--- src/rtl/pio_pkg.sv ---
// pio_pkg: shared constants for the parallel I/O bank.
//   PIO_OFF_*     : register offsets within a channel, as seen on Address[3:2]
//   PIO_CH_STRIDE : byte distance between consecutive channels
package pio_pkg;

    localparam logic [1:0] PIO_OFF_DOUT = 2'd0;  // DATA_OUT, read/write
    localparam logic [1:0] PIO_OFF_DIN  = 2'd1;  // DATA_IN, read-only
    localparam logic [1:0] PIO_OFF_EDGE = 2'd2;  // EDGE, write-1-to-clear
    localparam logic [1:0] PIO_OFF_IEN  = 2'd3;  // IRQ_EN, read/write

    localparam int PIO_CH_STRIDE = 16;

endpackage

--- src/rtl/pio_channel.sv ---
// pio_channel: one channel of the parallel I/O bank.
//   Holds the output register, a 2-flop input synchroniser plus a delayed
//   copy for rise detection, sticky rising-edge flags and the interrupt mask.
// Ports:
//   clk, rst   : clock, asynchronous active-low reset
//   armed      : rises are only captured while high (from the bank arm counter)
//   wr_en      : store addressed to this channel (already qualified by Hit)
//   off        : register offset (Address[3:2])
//   wr_data    : store data, channel width
//   rd_data    : combinational read of the register selected by off
//   data_in    : external input, asynchronous to clk
//   data_out   : output register
//   pending    : at least one enabled edge flag is set
module pio_channel
    import pio_pkg::*;
#(
    parameter int WIDTH = 8
) (
    input  logic             clk,
    input  logic             rst,
    input  logic             armed,
    input  logic             wr_en,
    input  logic [1:0]       off,
    input  logic [WIDTH-1:0] wr_data,
    output logic [WIDTH-1:0] rd_data,
    input  logic [WIDTH-1:0] data_in,
    output logic [WIDTH-1:0] data_out,
    output logic             pending
);

    logic [WIDTH-1:0] s1;
    logic [WIDTH-1:0] s2;
    logic [WIDTH-1:0] prev;
    logic [WIDTH-1:0] dout_q;
    logic [WIDTH-1:0] edge_flags;
    logic [WIDTH-1:0] ien_q;

    logic [WIDTH-1:0] rise;
    logic [WIDTH-1:0] w1c_mask;

    // Rises seen before the bank is armed are dropped so that inputs held
    // high through reset do not look like fresh edges.
    assign rise     = s2 & ~prev & {WIDTH{armed}};
    assign w1c_mask = (wr_en && (off == PIO_OFF_EDGE)) ? wr_data : '0;

    always_ff @(posedge clk or negedge rst) begin
        if (!rst) begin
            s1         <= '0;
            s2         <= '0;
            prev       <= '0;
            dout_q     <= '0;
            edge_flags <= '0;
            ien_q      <= '0;
        end else begin
            s1   <= data_in;
            s2   <= s1;
            prev <= s2;
            if (wr_en && (off == PIO_OFF_DOUT)) begin
                dout_q <= wr_data;
            end
            if (wr_en && (off == PIO_OFF_IEN)) begin
                ien_q <= wr_data;
            end
            // The set term is OR-ed in last so a rise beats a same-cycle clear.
            edge_flags <= (edge_flags & ~w1c_mask) | rise;
        end
    end

    always_comb begin
        rd_data = '0;
        case (off)
            PIO_OFF_DOUT: rd_data = dout_q;
            PIO_OFF_DIN:  rd_data = s2;
            PIO_OFF_EDGE: rd_data = edge_flags;
            PIO_OFF_IEN:  rd_data = ien_q;
            default:      rd_data = '0;
        endcase
    end

    assign data_out = dout_q;
    assign pending  = |(edge_flags & ien_q);

endmodule

--- src/rtl/parallel_io_bank.sv ---
// parallel_io_bank: memory-mapped parallel I/O peripheral with N_CH channels.
//   Sits on the data-memory bus; the core selects RD whenever Hit is high.
//   Each channel occupies a 16-byte slot: DATA_OUT, DATA_IN, EDGE, IRQ_EN.
// Ports:
//   clk, rst  : clock, asynchronous active-low reset
//   Address   : byte address; window match drives Hit
//   WE, WD    : store strobe and data (low WIDTH bits used)
//   RD        : combinational read data, zero-extended, 0 when Hit is low
//   Hit       : Address is inside this block's window
//   DataIn    : external inputs, channel c at [c*WIDTH +: WIDTH]
//   DataOut   : output registers, same packing
//   IRQ       : registered OR of all pending enabled edge flags
module parallel_io_bank
    import pio_pkg::*;
#(
    parameter int          N_CH      = 2,
    parameter int          WIDTH     = 8,
    parameter logic [31:0] BASE_ADDR = 32'h0000_0100
) (
    input  logic                  clk,
    input  logic                  rst,
    input  logic [31:0]           Address,
    input  logic                  WE,
    input  logic [31:0]           WD,
    output logic [31:0]           RD,
    output logic                  Hit,
    input  logic [N_CH*WIDTH-1:0] DataIn,
    output logic [N_CH*WIDTH-1:0] DataOut,
    output logic                  IRQ
);

    // A single-channel bank still needs a 1-bit select vector; it is tied 0.
    localparam int          CH_BITS  = (N_CH > 1) ? $clog2(N_CH) : 1;
    localparam logic [31:0] WIN_MASK = 32'(N_CH * PIO_CH_STRIDE - 1);

    logic [CH_BITS-1:0] ch_sel;
    logic [1:0]         off;
    logic [1:0]         arm_cnt;
    logic               armed;
    logic [N_CH-1:0]    pending;
    logic [WIDTH-1:0]   ch_rd [N_CH];

    // Byte-lane bits of the address and the upper store-data bits carry no
    // meaning here; they are folded into a sink so every input bit is read.
    logic unused_bits;
    assign unused_bits = &{1'b0, Address[1:0], WD};

    assign Hit    = (Address & ~WIN_MASK) == BASE_ADDR;
    assign off    = Address[3:2];
    assign ch_sel = (N_CH > 1) ? Address[4 +: CH_BITS] : '0;
    assign armed  = (arm_cnt == 2'd3);

    // Arm counter: saturates at 3, reached on the third edge after reset.
    always_ff @(posedge clk or negedge rst) begin
        if (!rst) begin
            arm_cnt <= 2'd0;
        end else if (!armed) begin
            arm_cnt <= arm_cnt + 2'd1;
        end
    end

    for (genvar c = 0; c < N_CH; c++) begin : g_ch
        logic ch_wr;
        assign ch_wr = WE && Hit && (ch_sel == CH_BITS'(c));

        pio_channel #(
            .WIDTH(WIDTH)
        ) u_channel (
            .clk      (clk),
            .rst      (rst),
            .armed    (armed),
            .wr_en    (ch_wr),
            .off      (off),
            .wr_data  (WD[WIDTH-1:0]),
            .rd_data  (ch_rd[c]),
            .data_in  (DataIn[c*WIDTH +: WIDTH]),
            .data_out (DataOut[c*WIDTH +: WIDTH]),
            .pending  (pending[c])
        );
    end

    always_comb begin
        RD = '0;
        if (Hit) begin
            for (int c = 0; c < N_CH; c++) begin
                if (ch_sel == CH_BITS'(c)) begin
                    RD[WIDTH-1:0] = ch_rd[c];
                end
            end
        end
    end

    always_ff @(posedge clk or negedge rst) begin
        if (!rst) begin
            IRQ <= 1'b0;
        end else begin
            IRQ <= |pending;
        end
    end

endmodule

--- config.mk ---
export PLATFORM = sky130hd
export DESIGN_NAME = parallel_io_bank
export DESIGN_NICKNAME = d
export VERILOG_FILES = /design/src/rtl/pio_pkg.sv /design/src/rtl/pio_channel.sv /design/src/rtl/parallel_io_bank.sv
export SDC_FILE = /design/constraint.sdc
export NUM_CORES = 1
export LEC_CHECK = 0
export ABC_AREA = 1
export CAP_MARGIN = 20
export CORE_MARGIN = 8
export CORE_UTILIZATION = 48
export CTS_CLUSTER_SIZE = 14
export DETAILED_ROUTE_END_ITERATION = 7
export GPL_TIMING_DRIVEN = 0
export HOLD_SLACK_MARGIN = 0.08
export PLACE_DENSITY = 0.78
export SETUP_SLACK_MARGIN = 0.3
export SYNTH_ARGS = -nofsm -noshare
export SYNTH_HDL_FRONTEND = slang
export SYNTH_HIERARCHICAL = 1
export SYNTH_SLANG_ARGS = --single-unit
--- constraint.sdc ---
create_clock -name clk -period 1.6 [get_ports clk]
set_input_delay 0.32 -clock clk [delete_from_list [all_inputs] [get_ports clk]]
set_output_delay 0.32 -clock clk [all_outputs]
set_load 0.005 [all_outputs]
After elaboration in Yosys (flattened, before gate mapping)
Cells that the tools add are included.
{ "word_totals": {"wordCells": 52, "ramBits": 0, "mem_bits_ro": 0, "regBits": 99, "out_inout_bits": 50, "input_bits": 83, "n_memories": 0, "latch_bits": 0} }
{ "op_classes": {"bitwise": 15, "n_lt_le_gt_ge": 0, "addsub": 1, "div_mod_pow": 0, "muxes": 6, "eq_ne": 5, "mul": 0, "shift": 0, "reduce_logical": 11} }
{ "ops": {"columns": ["op", "count"], "rows": [
  ["8-bit bitwise AND", 8],
  ["8-bit one-hot mux with 4 select lines", 2],
  ["8-bit 2-to-1 mux", 4],
  ["8-bit NOT", 4],
  ["27-bit by 4-bit equality test with 1-bit output, second input constant", 1],
  ["8-bit bitwise OR", 2],
  ["16-bit OR reduction", 1],
  ["1-bit logical AND", 9],
  ["2-bit equality test, second input constant", 3],
  ["2-bit by 1-bit adder with 2-bit output, second input constant", 1],
  ["2-bit by 1-bit equality test with 1-bit output, second input constant", 1],
  ["2-bit zero test", 1],
  ["1-bit NOT", 1]
]} }

Logic depth before layout (Yosys ltp)
Gate-level depths: netlist (run 1).
{ "logic_depth": {"ltp_word": 8, "depth_mapped": 12} }

Modules after synthesis
Netlist (run 1), hierarchy kept.
{ "by_module_without_submodules": {"columns": ["module", "seq_area_each_um2", "n_inst", "area_each_um2", "cells_each"], "rows": [
  ["pio_channel", 1201.2, 2, 1955.6, 190],
  ["parallel_io_bank", 75.1, 1, 650.6, 108]
]} }

Worst setup path before layout (run 1)
Ideal clock, no wire load.
{ "synth_timing": {"path_kind": "input-to-reg", "start": "input Address[9]", "end": "register g_ch[1].u_channel.ien_q[5]", "setup_slack_ps": 57, "path_stages": 12, "required_time_ps": 1474, "n_path_buf": 2, "t_arrival_ps": 1417, "cell_sequence": "inv_1 -> nand2_1 -> nor2_1 -> nand2_1 -> nor2_4 -> nand3_1 -> nor2_1 -> buf_4 -> nand3_4 -> buf_2 -> nand2_1 -> o21ai_0"} }
{ "synth_via": {"elab_chain_cells": 4} }
{ "synth_lines": {"columns": ["item", "line_no", "text"], "rows": [
  ["start, declared", "parallel_io_bank.sv:22", "input logic [31:0] Address,"],
  ["27-bit by 4-bit equality test with 1-bit output", "parallel_io_bank.sv:48", "assign Hit = (Address & ~WIN_MASK) == BASE_ADDR;"],
  ["1-bit logical AND (2 in a row)", "parallel_io_bank.sv:64", "assign ch_wr = WE && Hit && (ch_sel == CH_BITS'(c));"],
  ["named net g_ch[1].ch_wr", "parallel_io_bank.sv:63", "logic ch_wr;"],
  ["1-bit logical AND", "pio_channel.sv:61", "if (wr_en && (off == PIO_OFF_IEN)) begin"],
  ["end signal, assigned", "pio_channel.sv:62", "ien_q <= wr_data;"],
  ["end, declared", "pio_channel.sv:36", "logic [WIDTH-1:0] ien_q;"]
]} }
The timed path passes the listed nets, and every way through them passes these cells.
A chain may end at the register's enable or synchronous reset.

==> results of run 1 <==
## stage by stage
step	utilization [%]	cells	setup WS (ns)	power, mW	TNS (ns)
finish	70.9	790	-0.0863	4.84	-0.817
global route	70.9	790	-0.148	5.03	-3.37
CTS	67.9	776	-0.0864	4.85	-0.589
detailed placement	61.8	720	-0.738	3.14	-28.21
global placement	61.6	719	-3.30	3.13	-352.72
floorplan	-	511	0.0917	2.88	0
## layer usage
metal / part of all wire, % / global-route usage, %
met5: 0 / 0
met4: 2.0 / 7.55
met3: 8.3 / 4.70
met2: 46 / 32.3
met1: 43 / 27.9
## cells by family after synthesis
kind of cell / count (synthesis) / share of synthesized area, %
mux: 1 / 0.247
fa+ha+maj: 1 / 0.274
xor+xnor: 1 / 0.192
other cells: 1 / 0.0822
buf+inv: 87 / 10.4
flops: 99 / 54.3
compound gates: 40 / 6.36
simple gates: 258 / 28.1
## worst max-delay path, delay by kind of cell (launching register included)
family / cells / cell delay (ns)
AO/OA/AOI/OAI: 1 / 0.17
AND/OR/NAND/NOR: 3 / 0.32
buffers and inverters: 1 / 0.14
flip-flops: 1 / 0.38
## flip-flops by register name (all words and copies together), names as in the netlist
register and flops:
g_ch.u_channel/edge_flags 16, g_ch.u_channel/s1 16, g_ch.u_channel/ien_q 16, g_ch.u_channel/s2 16
IRQ 1, arm_cnt 2, g_ch.u_channel/prev 16, g_ch.u_channel/data_out 16
## area by class of cell
| cell class | instances | area, sq um | area share, % |
|---|---|---|---|
| Timing Repair Buffer | 133 | 1240 | 18.9 |
| Sequential cell | 99 | 2480 | 37.8 |
| Clock inverter | 6 | 81.3 | 1.24 |
| Inverter | 42 | 165 | 2.52 |
| Multi-Input combinational cell | 326 | 1890 | 28.8 |
| Tap cell | 129 | 161 | 2.46 |
| Clock buffer | 10 | 128 | 1.95 |
| Buffer | 45 | 412 | 6.28 |
## Yosys cell counts (all sizes together)
cell	instances
nor2	18
a21oi	8
mux2	1
inv	41
nand4	32
ha	1
buf	45
nand3b	16
dfrtp	99
o21ai	32
nand2	139
xnor2	1
and2	1
clkinv	1
or2	1
nand3	51
conb	1
## worst paths after layout
kind                                         start                               to
setup reg to reg                        arm_cnt[0]  g_ch[1].u_channel/edge_flags[6]
hold / removal                          Address[3]  g_ch[1].u_channel/edge_flags[2]
max in group asynchronous                      rst       g_ch[0].u_channel/ien_q[1]
setup / recovery           g_ch[0].u_channel/s2[5]                            RD[5]
hold reg to reg            g_ch[1].u_channel/s1[6]          g_ch[1].u_channel/s2[6]
min in group asynchronous                      rst        g_ch[1].u_channel/prev[7]
## power by group through the flow
stage	Combinational (mW)	Clock, mW	Sequential, mW
3_5_place_dp	0.504	0	2.64
4_1_cts	0.534	1.73	2.59
3_3_place_gp	0.491	0	2.63
5_1_grt	0.610	1.83	2.59
2_1_floorplan	0.248	0	2.63
6_report	0.560	1.69	2.59
## timing repair
| item | CTS | global route |
|---|---|---|
| setup buffers | 38 | 12 |
| hold buffers | 1 | 0 |
| gates cloned | 1 | 2 |
| setup endpoints to repair | 74 | 97 |
| gates resized for setup | 248 | 47 |
| pin swaps | 47 | 15 |
| hold endpoints to repair | 50 | 0 |
==> results.yml, run 1 <==
status:
  status: "finished with violations"
  violations: "setup timing"
global_route:
  grt_max_degree: 52
  grt_overflow: 0
  antenna_found_initial: 0
  grtUsageTotal_pct: 20.8
  grt_pass1_wl_um: 21100
  grt_pass1_vias: 3945
clock_tree:
  clkTransAtPathRegs_ns: 0.10
  cts_tree: "built"
  clock_latency_ns: 0.36
  cts-buffers-inserted: 9
  htreeDepth: 3
  cts_root_buffer: "clkbuf_8"
  clkSinkCount: 99
  cts_buffer_depth: 2
yosys:
  ys_ff_latch: 99
  seq_area_frac_synth_pct: 54.3
  synth.top_cell.area_share_pct: 54.3
  synth_cell_type_count: 27
  synth_area_leaders: "dfrtp_1 (54%), nand2_1 (11%), nand3_1 (5.4%), buf_4 (4.6%), nand4_1 (4.4%)"
  yosys_warnings: 6
  syn_inst: 488
  synth_area_sq_um: 4560
  yosysTopAreaCell: "dfrtp_1"
  syn_area_per_cell_sq_um: 9.35
sta:
  timing.hold.ws_ns: 0.304
  grt_setup_unrepaired: "yes"
  setup_viol_count_final: 20
  fin_ws_ns: -0.0863
  skew_ns: 0.0180
  hold_viol: 0
  max_freq_ghz: 0.593
  finalCritPeriodShare_pct: 105
  drv_slew: 0
  min_period_ns: 1.69
finish:
  area_growth_pct: 43.7
  num_antenna_cells: 0
  final_common_cell: "nand2_1"
  fillers: 722
  final_cell_mix: "nand2_1 (123), dfrtp_1 (99), buf_6 (58)"
  layout-drive-gt1-share_pct: 39.0
  fin_area_sq_um: 6550
  nets: 740
critical_path:
  slowest_stage: "dfrtp_1"
  cp.arrival_ns: 1.37
  reg2reg_depth: 4
  crit_chain: "nand3_2 > nand4_1 > nand2_2 > a21oi_4 > buf_2"
  worstSetupStartpointType: "flop"
  cp_slowest_stage_delay_ns: 0.38
  critical_path_class: "reg2out"
  path_max_fanout: 2
  rrSetupSlack_ns: 0.33
  endpoint_kind: "output port"
  required_ns: 1.28
floorplan:
  rows: 35
  die_y_um: 113
  core_sq_um: 9240
  dieArea_sq_um: 12900
  die_x_um: 113
  start_util_pct: 49.4
  io_pins: 133
pwr:
  power_frac_comb_pct: 11.6
  p_leak_nw: 3.20
  p_sw_share_pct: 26.1
  pwr-share-seq_pct: 53.5
  power_density_nw_per_um2: 738
  p_sw_mw: 1.26
  intPower_mw: 3.58
  clkPwrFrac_pct: 35.0
  ir_drop_mv: 0.798
placement:
  dpl_cell_area_sq_um: 5710
  hpwl_um: 9380
  gp_congestion: 0.894
  port-buffer-count: 79
drt:
  viasPerCell: 5.08
  wl_per_cell_um: 17.2
  drtIter0Drc: 277
  drcViolationCount: 0
  dr.pass1.iters: 6
  wl_um: 13600
  ant_nets: 0
  vias: 4012
min_path:
  hp-class: "in2reg"
  holdPathStages: 4
run:
  maxCapViolations: 0
Note: power is estimated with default switching activity, not from simulation.
==> run 2: changes to the inputs <==
PLACE_DENSITY = 0.81   (was 0.78)
==> results.yml, run 2 (synthesis results as in run 1) <==
status:
  status: "finished with violations"
  violations: "setup timing"
clock_tree:
  cts_tree: "built"
  htreeDepth: 3
  clkTransAtPathRegs_ns: 0.09
  clkSinkCount: 99
  clock_latency_ns: 0.37
  cts-buffers-inserted: 9
  cts_buffer_depth: 2
  cts_root_buffer: "clkbuf_8"
placement:
  port-buffer-count: 79
  hpwl_um: 9250
  place_ws_ns: -0.774
  gp_congestion: 0.930
drt:
  wl_per_cell_um: 16.7
  viasPerCell: 5.03
  ant_nets: 0
  wl_um: 13200
  dr.pass1.iters: 7
  drcViolationCount: 0
  vias: 3986
  top_layer: "met4"
  dr_wl_met2_um: 5940
  drtIter0Drc: 260
  wirelength_met1_um: 5780
  route.met3.wl_um: 1190
sta:
  grt_setup_unrepaired: "yes"
  timing.hold.ws_ns: 0.293
  max_freq_ghz: 0.567
  finalCritPeriodShare_pct: 110
  setup_viol_count_final: 9
  tightest_slew_ns: 0.600
  fin_ws_ns: -0.164
  min_period_ns: 1.76
  skew_ns: 0.0109
  relSlewSlack_pct: 60.0
  hold_viol: 0
  drv_slew: 0
global_route:
  antenna_found_initial: 0
  grt_pass1_vias: 3972
  grtUsageTotal_pct: 21.0
  grt_max_degree: 58
  grt_pass1_wl_um: 21200
  grt_overflow: 0
finish:
  final_cell_mix: "nand2_1 (118), dfrtp_1 (99), buf_6 (56)"
  num_antenna_cells: 0
  ff_latch_area_sq_um: 2480
  layout-drive-gt1-share_pct: 38.9
  utilization_pct: 70.8
  final_common_cell: "nand2_1"
  area_growth_pct: 43.3
  fillers: 720
  multi_input_area_sq_um: 1860
  nets: 742
pwr:
  ir_drop_mv: 0.589
  p_leak_nw: 3.19
  power_density_nw_per_um2: 717
floorplan:
  die_x_um: 113
  rows: 35
  dieArea_sq_um: 12900
  io_pins: 133
  start_util_pct: 49.4
  die_y_um: 113
  core_sq_um: 9240
critical_path:
  cp.arrival_ns: 1.44
  path_max_fanout: 4
  critical_path_class: "in2out"
  endpoint_kind: "output port"
  worstSetupStartpointType: "primary input"
  required_ns: 1.28
run:
  maxCapViolations: 0
min_path:
  hp-class: "in2reg"
[run 2: changes by cell type in the layout (fill, tap and decap cells not counted), sizes merged]
cell	change
buf	+3
bufbuf	+1
bufinv	-1
clkdlybuf4s15	-1
clkinv	+1
clkinvlp	+1
inv	-1
nand2	-1
[run 2: power breakdown]
part	switching, mW	internal (mW)
logic	0.297	0.243
registers	0.0264	2.56
clock network	0.924	0.638
[run 2: final cells by class]
cell class / instances / share of cell area, %
well taps: 129 / 2.47
multi-input cells: 325 / 28.5
plain buffers: 45 / 6.18
inverters: 42 / 2.53
flip-flops and latches: 99 / 37.9
clock buffers: 10 / 2.11
repair buffers: 136 / 19.4
clock inverters: 6 / 0.861
[run 2: what timing repair did]
item	in CTS	in global routing
hold buffers	1	0
setup buffers	43	10
pin swaps	42	42
gates cloned	2	0
resized for setup	247	42
setup endpoints to repair	74	73
hold endpoints to repair	42	0
[run 2: per-layer routing]
layer | global-route usage (%) | vias to the layer above
met4 | 8.26 | 0
li1 | - | 1882
met3 | 5.02 | 24
met1 | 27.8 | 1887
met2 | 32.3 | 193
met5 | 0 | -
[run 2: path summary, 6_finish.rpt]
check	slack, ns	cells after the start	endpoint	startpoint
setup / recovery	-0.16	11	RD[7]	Address[21]
hold / removal	0.29	4	g_ch[0].u_channel/edge_flags[7]	Address[3]
setup reg to reg	0.33	7	IRQ	g_ch[1].u_channel/edge_flags[0]
hold reg to reg	0.34	0	g_ch[1].u_channel/s2[3]	g_ch[1].u_channel/s1[3]
max in group asynchronous	0.43	3	g_ch[0].u_channel/prev[1]	rst
min in group asynchronous	0.50	2	g_ch[1].u_channel/edge_flags[2]	rst
[run 2: metrics by stage]
step	setup TNS, ns	total power [mW]	instance area [sq um]	instances
2_1_floorplan	0	2.88	4740	511
3_3_place_gp	-342.94	3.12	5690	719
3_5_place_dp	-29.38	3.14	5710	720
4_1_cts	-0.914	4.70	6350	782
5_1_grt	-1.86	4.87	6540	792
6_report	-1.00	4.69	6540	792
[run 2: worst max-delay path, cell delays in order]
cell	delay [ns]
buf_2	0.10
inv_1	0.05
nand2_1	0.06
nor2_2	0.11
nand2_2	0.08
nor2_4	0.12
nand2_4	0.09
buf_6	0.15
buf_6	0.11
a21oi_2	0.10
buf_2	0.15
==> run 3: changes to the inputs <==
CORE_MARGIN = not set   (was 8)
==> results.yml, run 3 (synthesis results as in run 1) <==
floorplan:
  core_sq_um: 9240
  io_pins: 133
  rows: 35
  dieArea_sq_um: 9900
  die_x_um: 99.5
  start_util_pct: 49.4
  die_y_um: 99.5
global_route:
  grt_pass1_vias: 3757
  antenna_found_initial: 0
  grt_pass1_wl_um: 19200
  grt_overflow: 0
  grtUsageMet2_pct: 41.3
  gr-usage-met1_pct: 35.8
  top_usage_layer: "met2"
  use_met3_pct: 5.06
  grtUsageTotal_pct: 26.1
  grt_max_degree: 66
clock_tree:
  cts_buffer_depth: 2
  clkSinkCount: 99
  clock_latency_ns: 0.37
  cts-buffers-inserted: 9
  cts_tree: "built"
  clkTransAtPathRegs_ns: 0.10
  cts_root_buffer: "clkbuf_8"
  htreeDepth: 3
placement:
  place_ws_ns: -0.754
  post-place-cells: 720
  port-buffer-count: 79
  gp_congestion: 0.926
  hpwl_um: 8330
  dpl_cell_area_sq_um: 5710
status:
  status: "finished with violations"
  violations: "setup timing"
critical_path:
  reg2reg_depth: 4
  rr_endpoint: "g_ch[1].u_channel/edge_flags[6]"
  crit_path_end: "RD[2]"
  critical_path_class: "in2out"
  cp_slowest_stage_delay_ns: 0.18
  required_ns: 1.28
  startpoint: "Address[20]"
  cp.arrival_ns: 1.40
  slowest_stage: "nor2_4"
  crit_chain: "buf_6 > nor2_1 > and2_4 > nand2_4 > nor2_4 > nand2_4 > buf_6 > a21oi_4 > buf_2"
  path_max_fanout: 3
  endpoint_kind: "output port"
  r2r-start: "arm_cnt[0]"
  worstSetupStartpointType: "primary input"
  rrSetupSlack_ns: 0.33
pwr:
  clkPwrFrac_pct: 32.6
  power_frac_comb_pct: 11.9
  ir_drop_mv: 0.604
  p_sw_mw: 1.25
  intPower_mw: 3.41
  p_sw_share_pct: 26.7
  p_leak_nw: 3.22
  power_density_nw_per_um2: 714
  pwr-share-seq_pct: 55.5
  finalPower_mw: 4.66
drt:
  wl_per_cell_um: 15.7
  vias: 3989
  drtIter0Drc: 312
  viasPerCell: 5.05
  dr.pass1.iters: 4
  drcViolationCount: 0
  wl_um: 12400
  ant_nets: 0
finish:
  ff_latch_area_sq_um: 2480
  multi_input_area_sq_um: 1850
  layout-drive-gt1-share_pct: 37.7
  final_common_cell: "nand2_1"
  fillers: 678
  final_cell_mix: "nand2_1 (124), dfrtp_1 (99), buf_6 (59)"
  finalNonFillerCells: 790
  nets: 741
  area_growth_pct: 43.2
  fin_area_sq_um: 6530
  num_antenna_cells: 0
sta:
  min_period_ns: 1.72
  max_freq_ghz: 0.580
  finalCritPeriodShare_pct: 108
  skew_ns: 0.0121
  fin_ws_ns: -0.125
  grt_setup_unrepaired: "yes"
  hold_viol: 0
  timing.hold.ws_ns: 0.290
  drv_slew: 0
  setup_viol_count_final: 8
run:
  maxCapViolations: 0
min_path:
  hp-class: "in2reg"
[run 3: worst max-delay path: cells and delay by family]
| family | cells | cell delay (ns) |
|---|---|---|
| AND/OR/NAND/NOR | 5 | 0.58 |
| AO/OA/AOI/OAI | 1 | 0.13 |
| buffers and inverters | 3 | 0.37 |
[run 3: worst min path at each step]
stage,from,endpoint,slack (ns),cells past startpoint
after CTS,Address[3],g_ch[0].u_channel/edge_flags[1],0.28,4
final,Address[3],g_ch[0].u_channel/edge_flags[1],0.29,4
after global placement,g_ch[0].u_channel/s1[4],g_ch[0].u_channel/s2[4],0.33,0
after global routing,Address[3],g_ch[1].u_channel/edge_flags[1],0.29,4
after floorplan,rst,IRQ,0.02,0
after detailed placement,rst,g_ch[1].u_channel/data_out[2],0.32,1
[run 3: area by class of cell]
cell class / instances / area share [%]
multi-input combinational: 326 / 28.3
inverter: 42 / 2.57
buffer: 45 / 6.19
clock buffer: 9 / 1.90
tap: 129 / 2.47
sequential: 99 / 37.9
timing repair buffer: 134 / 19.8
clock inverter: 6 / 0.862
[run 3: through the flow]
stage,utilization (%),TNS (ns)
after global routing,70.7,-1.44
after floorplan,-,0
final,70.7,-0.627
after global placement,61.6,-341.90
after CTS,68.4,-0.676
after detailed placement,61.8,-29.55
[run 3: metal layers]
layer | wire, um | up-vias
met3 | 947 | 20
met4 | 295 | 0
met5 | 0 | -
met2 | 5830 | 171
met1 | 5350 | 1910
li1 | - | 1888
[run 3: timing repair]
action	in CTS	in global routing
gates resized for setup	238	46
hold endpoints to repair	34	0
cloned	5	0
endpoints found under the setup margin	74	68
buffers inserted	40	9
hold buffers	1	0
pin swaps	40	35
[run 3: power groups by stage]
stage          clock (mW)  combinational (mW)  sequential, mW
2_1_floorplan           0               0.248            2.63
3_3_place_gp            0               0.484            2.63
3_5_place_dp            0               0.500            2.64
4_1_cts              1.55               0.514            2.59
5_1_grt              1.66               0.603            2.59
6_report             1.52               0.557            2.59
